### src/rtl/audio_sdm_dac.sv
// audio_sdm_dac
// Sound output stage: a DC-blocked PCM stream for the digital audio path and a
// second-order 1-bit sigma-delta bitstream for the RC-filtered analog pin.
// The PCM path runs every clk; the modulator only advances on clk_en.
// All arithmetic is signed with arithmetic shifts, and every overflow point saturates.
module audio_sdm_dac #(
   parameter int IN_W      = 11,
   parameter int OUT_W     = 16,
   parameter int DCB_SHIFT = 10,
   parameter int INT_W     = 20
) (
   input  logic                    clk,
   input  logic                    reset,
   input  logic                    clk_en,
   input  logic signed [IN_W-1:0]  sample_in,
   input  logic                    sample_strobe,
   input  logic                    mute,
   output logic signed [OUT_W-1:0] pcm_out,
   output logic                    pcm_valid,
   output logic                    pdm_out
);

   // ------------------------------------------------------------------
   // Widths and constants
   // ------------------------------------------------------------------
   localparam int SHL   = OUT_W - IN_W;  // input is left-justified into the PCM word
   localparam int D_W   = OUT_W + 2;     // difference of two OUT_W values never overflows here
   localparam int Y_W   = OUT_W + 8;     // DC-blocker state, headroom above the PCM range
   localparam int YS_W  = Y_W + 2;       // un-saturated blocker sum
   localparam int ACC_W = INT_W + 2;     // un-saturated integrator sum
   localparam int ORDER = 2;             // number of cascaded integrators

   localparam logic signed [YS_W-1:0]  Y_MAX   = {3'b000, {(Y_W-1){1'b1}}};
   localparam logic signed [YS_W-1:0]  Y_MIN   = {3'b111, {(Y_W-1){1'b0}}};
   localparam logic signed [Y_W-1:0]   PCM_MAX = {{(Y_W-OUT_W+1){1'b0}}, {(OUT_W-1){1'b1}}};
   localparam logic signed [Y_W-1:0]   PCM_MIN = {{(Y_W-OUT_W+1){1'b1}}, {(OUT_W-1){1'b0}}};
   // integrators clip symmetrically to +/-(2^(INT_W-1)-1)
   localparam logic signed [ACC_W-1:0] INT_MAX = {3'b000, {(INT_W-1){1'b1}}};
   localparam logic signed [ACC_W-1:0] INT_MIN = {3'b111, {(INT_W-2){1'b0}}, 1'b1};
   // feedback full scale FS = 2^(OUT_W-1)
   localparam logic signed [ACC_W-1:0] FS_POS  = {{(ACC_W-OUT_W){1'b0}}, 1'b1, {(OUT_W-1){1'b0}}};
   localparam logic signed [ACC_W-1:0] FS_NEG  = -FS_POS;

   // ------------------------------------------------------------------
   // PCM stage 1: scale the new sample and form the first difference
   // ------------------------------------------------------------------
   logic signed [OUT_W-1:0] xs_ext;
   logic signed [OUT_W-1:0] xs;
   logic signed [OUT_W-1:0] x_prev_q;
   logic signed [D_W-1:0]   d_d;
   logic signed [D_W-1:0]   d_q;
   logic                    s1_valid_q;

   assign xs_ext = OUT_W'(sample_in);
   assign xs     = xs_ext <<< SHL;
   assign d_d    = D_W'(xs) - D_W'(x_prev_q);

   // Stage 1 registers: capture the difference and remember the sample on each strobe
   always_ff @(posedge clk) begin
      if (reset) begin
         x_prev_q   <= '0;
         d_q        <= '0;
         s1_valid_q <= 1'b0;
      end else begin
         s1_valid_q <= sample_strobe;
         if (sample_strobe) begin
            x_prev_q <= xs;
            d_q      <= d_d;
         end
      end
   end

   // ------------------------------------------------------------------
   // PCM stage 2: leaky integrator y += d - y>>>DCB_SHIFT, then clip to PCM range
   // ------------------------------------------------------------------
   logic signed [Y_W-1:0]   y_q;
   logic signed [Y_W-1:0]   y_d;
   logic signed [YS_W-1:0]  y_sum;
   logic signed [OUT_W-1:0] pcm_d;
   logic signed [OUT_W-1:0] pcm_q;
   logic                    pcm_valid_q;

   // Blocker update with saturation of the wide state and of the PCM word
   always_comb begin
      y_sum = YS_W'(y_q) + YS_W'(d_q) - YS_W'(y_q >>> DCB_SHIFT);
      if (y_sum > Y_MAX) begin
         y_d = Y_MAX[Y_W-1:0];
      end else if (y_sum < Y_MIN) begin
         y_d = Y_MIN[Y_W-1:0];
      end else begin
         y_d = y_sum[Y_W-1:0];
      end

      if (y_d > PCM_MAX) begin
         pcm_d = PCM_MAX[OUT_W-1:0];
      end else if (y_d < PCM_MIN) begin
         pcm_d = PCM_MIN[OUT_W-1:0];
      end else begin
         pcm_d = y_d[OUT_W-1:0];
      end
   end

   // Stage 2 registers: y keeps the unclipped value, pcm_out the clipped one
   always_ff @(posedge clk) begin
      if (reset) begin
         y_q         <= '0;
         pcm_q       <= '0;
         pcm_valid_q <= 1'b0;
      end else begin
         pcm_valid_q <= s1_valid_q;
         if (s1_valid_q) begin
            y_q   <= y_d;
            pcm_q <= pcm_d;
         end
      end
   end

   assign pcm_out   = pcm_q;
   assign pcm_valid = pcm_valid_q;

   // ------------------------------------------------------------------
   // Sigma-delta modulator: cascade of clipping integrators, 1-bit quantizer
   // ------------------------------------------------------------------
   logic signed [ACC_W-1:0] u_ext;
   logic signed [ACC_W-1:0] fb;
   logic                    pdm_q;
   logic                    pdm_d;

   // Modulator input; reads the already-registered pcm word so a same-edge update lands next time
   always_comb begin
      u_ext = mute ? '0 : ACC_W'(pcm_q);
   end

   assign fb = pdm_q ? FS_POS : FS_NEG;

   genvar gi;
   generate
      for (gi = 0; gi < ORDER; gi++) begin : gen_int
         logic signed [INT_W-1:0] int_q;
         logic signed [INT_W-1:0] int_d;
         logic signed [ACC_W-1:0] stage_in;
         logic signed [ACC_W-1:0] acc;

         // first integrator sees the audio, later ones see the previous integrator's new value
         if (gi == 0) begin : g_first
            assign stage_in = u_ext;
         end else begin : g_chain
            assign stage_in = ACC_W'(gen_int[gi-1].int_d);
         end

         // Integrator next value: add input, subtract feedback, clip symmetrically
         always_comb begin
            acc = ACC_W'(int_q) + stage_in - fb;
            if (acc > INT_MAX) begin
               int_d = INT_MAX[INT_W-1:0];
            end else if (acc < INT_MIN) begin
               int_d = INT_MIN[INT_W-1:0];
            end else begin
               int_d = acc[INT_W-1:0];
            end
         end

         // Integrator state advances only on the modulator enable
         always_ff @(posedge clk) begin
            if (reset) begin
               int_q <= '0;
            end else if (clk_en) begin
               int_q <= int_d;
            end
         end
      end
   endgenerate

   // quantizer: 1 when the last integrator's new value is non-negative
   assign pdm_d = ~gen_int[ORDER-1].int_d[INT_W-1];

   // Output bit register, held while the enable is low
   always_ff @(posedge clk) begin
      if (reset) begin
         pdm_q <= 1'b0;
      end else if (clk_en) begin
         pdm_q <= pdm_d;
      end
   end

   assign pdm_out = pdm_q;

endmodule

### config.mk
export PLATFORM = sky130hd
export DESIGN_NAME = audio_sdm_dac
export DESIGN_NICKNAME = d
export VERILOG_FILES = /design/src/rtl/audio_sdm_dac.sv
export SDC_FILE = /design/constraint.sdc
export NUM_CORES = 1
export LEC_CHECK = 0
export ABC_CLOCK_PERIOD_IN_PS = 23900
export CELL_PAD_IN_SITES_DETAIL_PLACEMENT = 0
export CELL_PAD_IN_SITES_GLOBAL_PLACEMENT = 1
export CORE_UTILIZATION = 51
export DETAILED_ROUTE_END_ITERATION = 6
export GPL_TIMING_DRIVEN = 0
export PLACE_DENSITY_LB_ADDON = 0.05
export SYNTH_ARGS = -nofsm -noshare
export SYNTH_HDL_FRONTEND = slang
export SYNTH_SLANG_ARGS = --single-unit
### constraint.sdc
create_clock -name clk -period 23.9 [get_ports clk]
set_input_delay 4.78 -clock clk [delete_from_list [all_inputs] [get_ports clk]]
set_output_delay 4.78 -clock clk [all_outputs]
set_load 0.01 [all_outputs]
==> flow_summary_export.csv, run 1 <==
group,metric,value,unit
final_layout,fillers,1787,
sta,max_freq,0.0778,GHz
clocking,cts-root-buf,"clkbuf_16",
detailed_routing,num_vias,8455,
yosys,synth-async-reset-ratio,0,
yosys,synth_nets,1386,
yosys,synth-main-ff-cell,"dfxtp_1",
sta,fin_setup_tns,0,ns
setup_path,cp-end-kind,"flop",
grt,antenna_found_initial,0,
detailed_routing,drtAntennaViolNets,0,
sta,finalCriticalPeriod,12.85,ns
sta,hold_viol,0,
setup_path,cp_slowest_stage_delay,0.53,ns
job,cap_violations,0,
setup_path,critPathKind,"input port to flop",
floorplan,start_util,0.529,
clocking,cts_sinks,106,
detailed_routing,routedWlPerCell,16.9,µm
sta,fin_crit_sh,0.538,
floorplan,ioPinCount,34,
clocking,htreeDepth,3,
clocking,cts_resized,0,
yosys,synth-seq-cells,106,
floorplan,die_area,0.0195,mm²
final_layout,n_antenna_cell,0,
floorplan,std_cell_rows,49,
hold_path,holdCritPathClass,"flop to flop",
yosys,synth_edf_count,0,
yosys,synth.distinct_cells,80,
setup_path,cp_data_arrival_time,13.10,ns
grt,grt_max_degree,18,
detailed_routing,viasPerCell,5.61,
clocking,cts_hold_buf,0,
sta,drv_slew,0,
setup_path,cp_max_fo,10,
detailed_routing,drt_iter0_markers,560,
final_layout,fin_nets,1429,
final_layout,area_delta_synth_final,9.42,%
setup_path,cp.required,24.15,ns
setup_path,cp_slowest_cell,"clkdlybuf4s50_1",
sta,fin_skew,0.0139,ns
floorplan,core,0.0183,mm²
detailed_routing,met2_length,11100,µm
final_layout,final_common_cell,"inv_1",
grt,grt_pass1_vias,7958,
placed_design,port_buffers,32,
sta,relSlewSlack,0.389,
yosys,syn_area_per_cell,7.87,µm²
grt,grt_first_pass_wirelength,41800,µm
yosys,ys_warn_count,0,
clocking,cts_tree,"done",
yosys,syn_inst,1229,
detailed_routing,wl,25500,µm
sta,finalSetupViolations,0,
detailed_routing,first_pass_iters,5,
clocking,post_cts.repair.setup_buffers,0,
detailed_routing,met3WireLength,1140,µm
detailed_routing,wl_met1,13000,µm
sta,rsz0062_at_grt,"false",
run_status,status,"finished, final reports clean",
clocking,clock_path_buffers,2,
clocking,clk_pin_slew,0.07,ns
placed_design,dp_hpwl,20800,µm
floorplan,die_h,140,µm
final_layout,final_layout_size_suffix_gt1_frac,0.0446,
sta,tightest_slew,0.893,ns
floorplan,fp.dieW,140,µm
yosys,syn_area,0.00967,mm²
final_layout,final_cell_mix,"inv_1, a21oi_1, ha_1",
detailed_routing,highest_layer,"met4",
clocking,clkLatencyLatePin,0.36,ns
detailed_routing,drcViolationCount,0,
grt,grt_usage,0.272,
placed_design,place_congestion,0.845,
clocking,cts_made_buffers,9,
setup_path,startpoint_type,"input port",
yosys,seq_area_frac_synth,0.219,
grt,grt_overflow,0,
[final timing paths]
| path | startpoint | end | slack (ns) | cells past startpoint |
|---|---|---|---|---|
| worst max-delay path | mute | gen_int[1].int_q[12] | 11.05 | 35 |
| worst min-delay path | y_q[12] | y_q[12] | 0.47 | 2 |
| worst max register to register | pdm_out | gen_int[1].int_q[12] | 15.73 | 31 |
| worst min register to register | y_q[12] | y_q[12] | 0.47 | 2 |
[stage by stage]
step / hold slack, ns / area (µm²) / cells / setup WS, ns / util
2_1_floorplan: 0.441 / 9670 / 1229 / 12.86 / -
3_3_place_gp: 0.454 / 10300 / 1490 / 11.01 / 0.562
3_5_place_dp: 0.457 / 10300 / 1490 / 10.96 / 0.562
4_1_cts: 0.468 / 10600 / 1506 / 11.25 / 0.579
5_1_grt: 0.479 / 10600 / 1506 / 10.51 / 0.579
6_report: 0.468 / 10600 / 1506 / 11.05 / 0.579
[area by class of cell]
| type | count | area (µm²) | share of cell area |
|---|---|---|---|
| multi-input combinational | 876 | 6590 | 0.623 |
| tap | 229 | 287 | 0.0271 |
| clock inverter | 5 | 61.3 | 0.00580 |
| buffer | 46 | 203 | 0.0192 |
| sequential | 106 | 2120 | 0.201 |
| inverter | 201 | 754 | 0.0713 |
| clock buffer | 11 | 243 | 0.0229 |
| timing repair buffer | 32 | 320 | 0.0303 |
[registers in the layout, indices dropped and copies added, names as in the netlist]
register and flops:
pdm_out 1, s1_valid_q 1, pcm_out 16, pcm_valid 1, x_prev_q 11, y_q 24
d_q 12, gen_int.int_q 40
[cell families (layout without fill, tap and decap cells)]
family / Yosys count / count (layout) / synth area share
compound gates: 346 / 346 / 0.241
flops: 106 / 106 / 0.219
fa+ha+maj: 141 / 141 / 0.204
xor+xnor: 66 / 66 / 0.0625
buf+inv: 247 / 295 / 0.0990
simple gates: 300 / 300 / 0.150
mux: 23 / 23 / 0.0243
[synthesized netlist by cell type, drive strengths merged (3+ instances only)]
| master | number | area, µm² |
|---|---|---|
| ha | 113 | 1410 |
| and3 | 7 | 43.8 |
| o31ai | 4 | 53.8 |
| nor4 | 6 | 43.8 |
| a221o | 8 | 80.1 |
| nand3 | 16 | 80.1 |
| o2111ai | 3 | 26.3 |
| clkbuf | 34 | 129 |
| a21boi | 6 | 45.0 |
| or2 | 7 | 43.8 |
| buf | 12 | 73.8 |
| a22oi | 3 | 22.5 |
| and2 | 4 | 25.0 |
| nor2 | 105 | 397 |
| dfxtp | 106 | 2120 |
| a21o | 33 | 248 |
| a211oi | 34 | 265 |
| o211ai | 5 | 37.5 |
| xor2 | 31 | 279 |
| a311oi | 9 | 85.1 |
| o21ai | 46 | 234 |
| mux2i | 22 | 220 |
| a31oi | 9 | 83.8 |
| o31a | 3 | 26.3 |
| inv | 200 | 751 |
| nand2 | 65 | 244 |
| a21oi | 117 | 593 |
| nor3 | 19 | 100 |
| o22ai | 17 | 106 |
| nand4 | 12 | 75.1 |
| o211a | 8 | 87.6 |
| fa | 28 | 561 |
| o21bai | 11 | 86.3 |
| xnor2 | 35 | 325 |
| nor2b | 19 | 119 |
| o21a | 20 | 150 |
| nand2b | 29 | 181 |
[routing by layer]
metal / GRT usage / vias up
met5: 0 / -
met4: 0.0515 / 0
met3: 0.0365 / 20
met2: 0.427 / 190
met1: 0.397 / 3948
li1: - / 4297
[worst max-delay path: cells and delay by family]
| family | cells | cell delay (ns) |
|---|---|---|
| buffers and inverters | 5 | 1.04 |
| AOI/OAI and AO/OA | 16 | 3.96 |
| and+or+nand+nor | 8 | 1.67 |
| xor gates and xnor gates | 2 | 0.49 |
| adders and majority gates | 4 | 1.16 |
Power of run 1 is not shown: default switching activity piles up to over one toggle a cycle in this logic, so the estimate is an artifact.
==> run 2: changes to the inputs <==
- ABC_CLOCK_PERIOD_IN_PS: 23900 -> 12700
- CORE_UTILIZATION: 51 -> 48
- clock period: 23.9 -> 12.7 ns (I/O delays scaled with it)
==> flow_summary_export.csv, run 2 (synthesized netlist as in run 1, its figures left out) <==
group,metric,value,unit
sta,rsz0062_at_grt,"false",
floorplan,start_util,0.494,
floorplan,fp.dieW,144,µm
detailed_routing,first_pass_iters,5,
setup_path,reg2regPathDepth,31,
final_layout,final_cell_mix,"inv_1, a21oi_1, ha_1",
placed_design,dp_cells,1526,
floorplan,ioPinCount,34,
setup_path,cp_data_arrival_time,10.83,ns
clocking,post_cts.repair.setup_buffers,0,
floorplan,die_h,144,µm
setup_path,r2r_end,"gen_int[1].int_q[11]",
sta,relSlewSlack,0.481,
setup_path,cp_max_fo,10,
final_layout,area_delta_synth_final,9.68,%
setup_path,cp_slowest_cell,"clkdlybuf4s50_1",
sta,finalSetupViolations,0,
clocking,cts_resized,0,
detailed_routing,num_vias,8425,
final_layout,fin_nets,1429,
grt,grt_max_degree,20,
floorplan,core,0.0196,mm²
floorplan,die_area,0.0207,mm²
clocking,cts_made_buffers,9,
final_layout,final_cell_count_no_fill,1542,
floorplan,std_cell_rows,51,
placed_design,port_buffers,32,
detailed_routing,drcViolationCount,0,
final_layout,final_layout_size_suffix_gt1_frac,0.0454,
clocking,cts_sinks,106,
setup_path,r2r_slack,4.59,ns
clocking,clock_path_buffers,2,
hold_path,hold-path-cell-count,2,
clocking,cts-root-buf,"clkbuf_16",
final_layout,final_area,0.0106,mm²
setup_path,cp-end-kind,"flop",
placed_design,place_congestion,0.907,
run_status,status,"finished, final reports clean",
hold_path,holdCritPathClass,"flop to flop",
grt,grt_pass1_vias,7728,
clocking,cts_tree,"done",
sta,fin_skew,0.0100,ns
setup_path,cp_slowest_stage_delay,0.53,ns
sta,fin_setup_tns,0,ns
grt,grt_usage,0.259,
sta,max_freq,0.0945,GHz
placed_design,dp_hpwl,21300,µm
clocking,cts_hold_buf,0,
clocking,htreeDepth,3,
hold_path,worstHoldStart,"y_q[12]",
sta,fin_crit_sh,0.833,
setup_path,startpoint_type,"input port",
final_layout,final_common_cell,"inv_1",
setup_path,critPathKind,"input port to flop",
grt,antenna_found_initial,0,
sta,tightest_slew,0.778,ns
grt,grt_overflow,0,
setup_path,cp.required,12.95,ns
clocking,clkLatencyLatePin,0.36,ns
sta,hold_viol,0,
setup_path,worstReg2RegStart,"pdm_out",
grt,grt_first_pass_wirelength,41200,µm
hold_path,whs_endpoint,"y_q[12]",
sta,finalCriticalPeriod,10.58,ns
placed_design,placed_area,0.0103,mm²
detailed_routing,viasPerCell,5.46,
final_layout,fillers,1992,
detailed_routing,drtAntennaViolNets,0,
detailed_routing,wl,25700,µm
job,cap_violations,0,
final_layout,largest_reg_flops,40,
clocking,clk_pin_slew,0.08,ns
sta,drv_slew,0,
detailed_routing,drt_iter0_markers,478,
detailed_routing,routedWlPerCell,16.6,µm
final_layout,top_register,"gen_int.int_q",
final_layout,n_antenna_cell,0,
==> run 2: cell count changes in the layout (fill, tap and decap cells not counted), sizes merged <==
cell / delta
clkinvlp: +2
clkinv: -2
clkbuf: -2
bufinv: -1
inv: +3
==> run 2: through the flow <==
stage | worst slack (ns) | util | hold WS (ns)
after CTS | 2.20 | 0.541 | 0.467
after global placement | 1.90 | 0.527 | 0.452
after global routing | 1.53 | 0.541 | 0.489
after floorplan | 3.90 | - | 0.441
after detailed placement | 1.86 | 0.527 | 0.455
final | 2.12 | 0.541 | 0.470
==> run 2: layout make-up <==
type | instances | area, µm² | share of cell area
buffer | 46 | 203 | 0.0191
timing repair buffer | 32 | 320 | 0.0302
clock buffer | 9 | 225 | 0.0212
multi-input combinational | 876 | 6590 | 0.621
sequential | 106 | 2120 | 0.200
inverter | 201 | 754 | 0.0712
clock inverter | 7 | 58.8 | 0.00555
tap | 265 | 332 | 0.0313
==> run 2: worst max-delay path, delay by kind of cell <==
family          cells  cell delay (ns)
compound gates     16             4.02
simple gates        8             1.60
fa+ha+maj           4             1.16
buf+inv             5             1.05
xor+xnor            2             0.44
==> run 2: worst max path at each step <==
| stage | slack, ns | depth (start not counted) | from | to |
|---|---|---|---|---|
| global route | 1.53 | 35 | mute | gen_int[1].int_q[11] |
| detailed placement | 1.86 | 35 | mute | gen_int[1].int_q[11] |
| global placement | 1.90 | 35 | mute | gen_int[1].int_q[11] |
| CTS | 2.20 | 35 | mute | gen_int[1].int_q[11] |
| floorplan | 3.90 | 33 | mute | gen_int[1].int_q[11] |
| finish | 2.12 | 35 | mute | gen_int[1].int_q[11] |
==> run 2: metal layers <==
| metal | vias to the layer above | global-route usage | wire length, µm |
|---|---|---|---|
| met2 | 183 | 0.393 | 11000 |
| met1 | 3922 | 0.388 | 13400 |
| li1 | 4300 | - | - |
| met5 | - | 0 | 0 |
| met3 | 20 | 0.0330 | 976 |
| met4 | 0 | 0.0510 | 286 |
Power of run 2 is left out for the same reason.
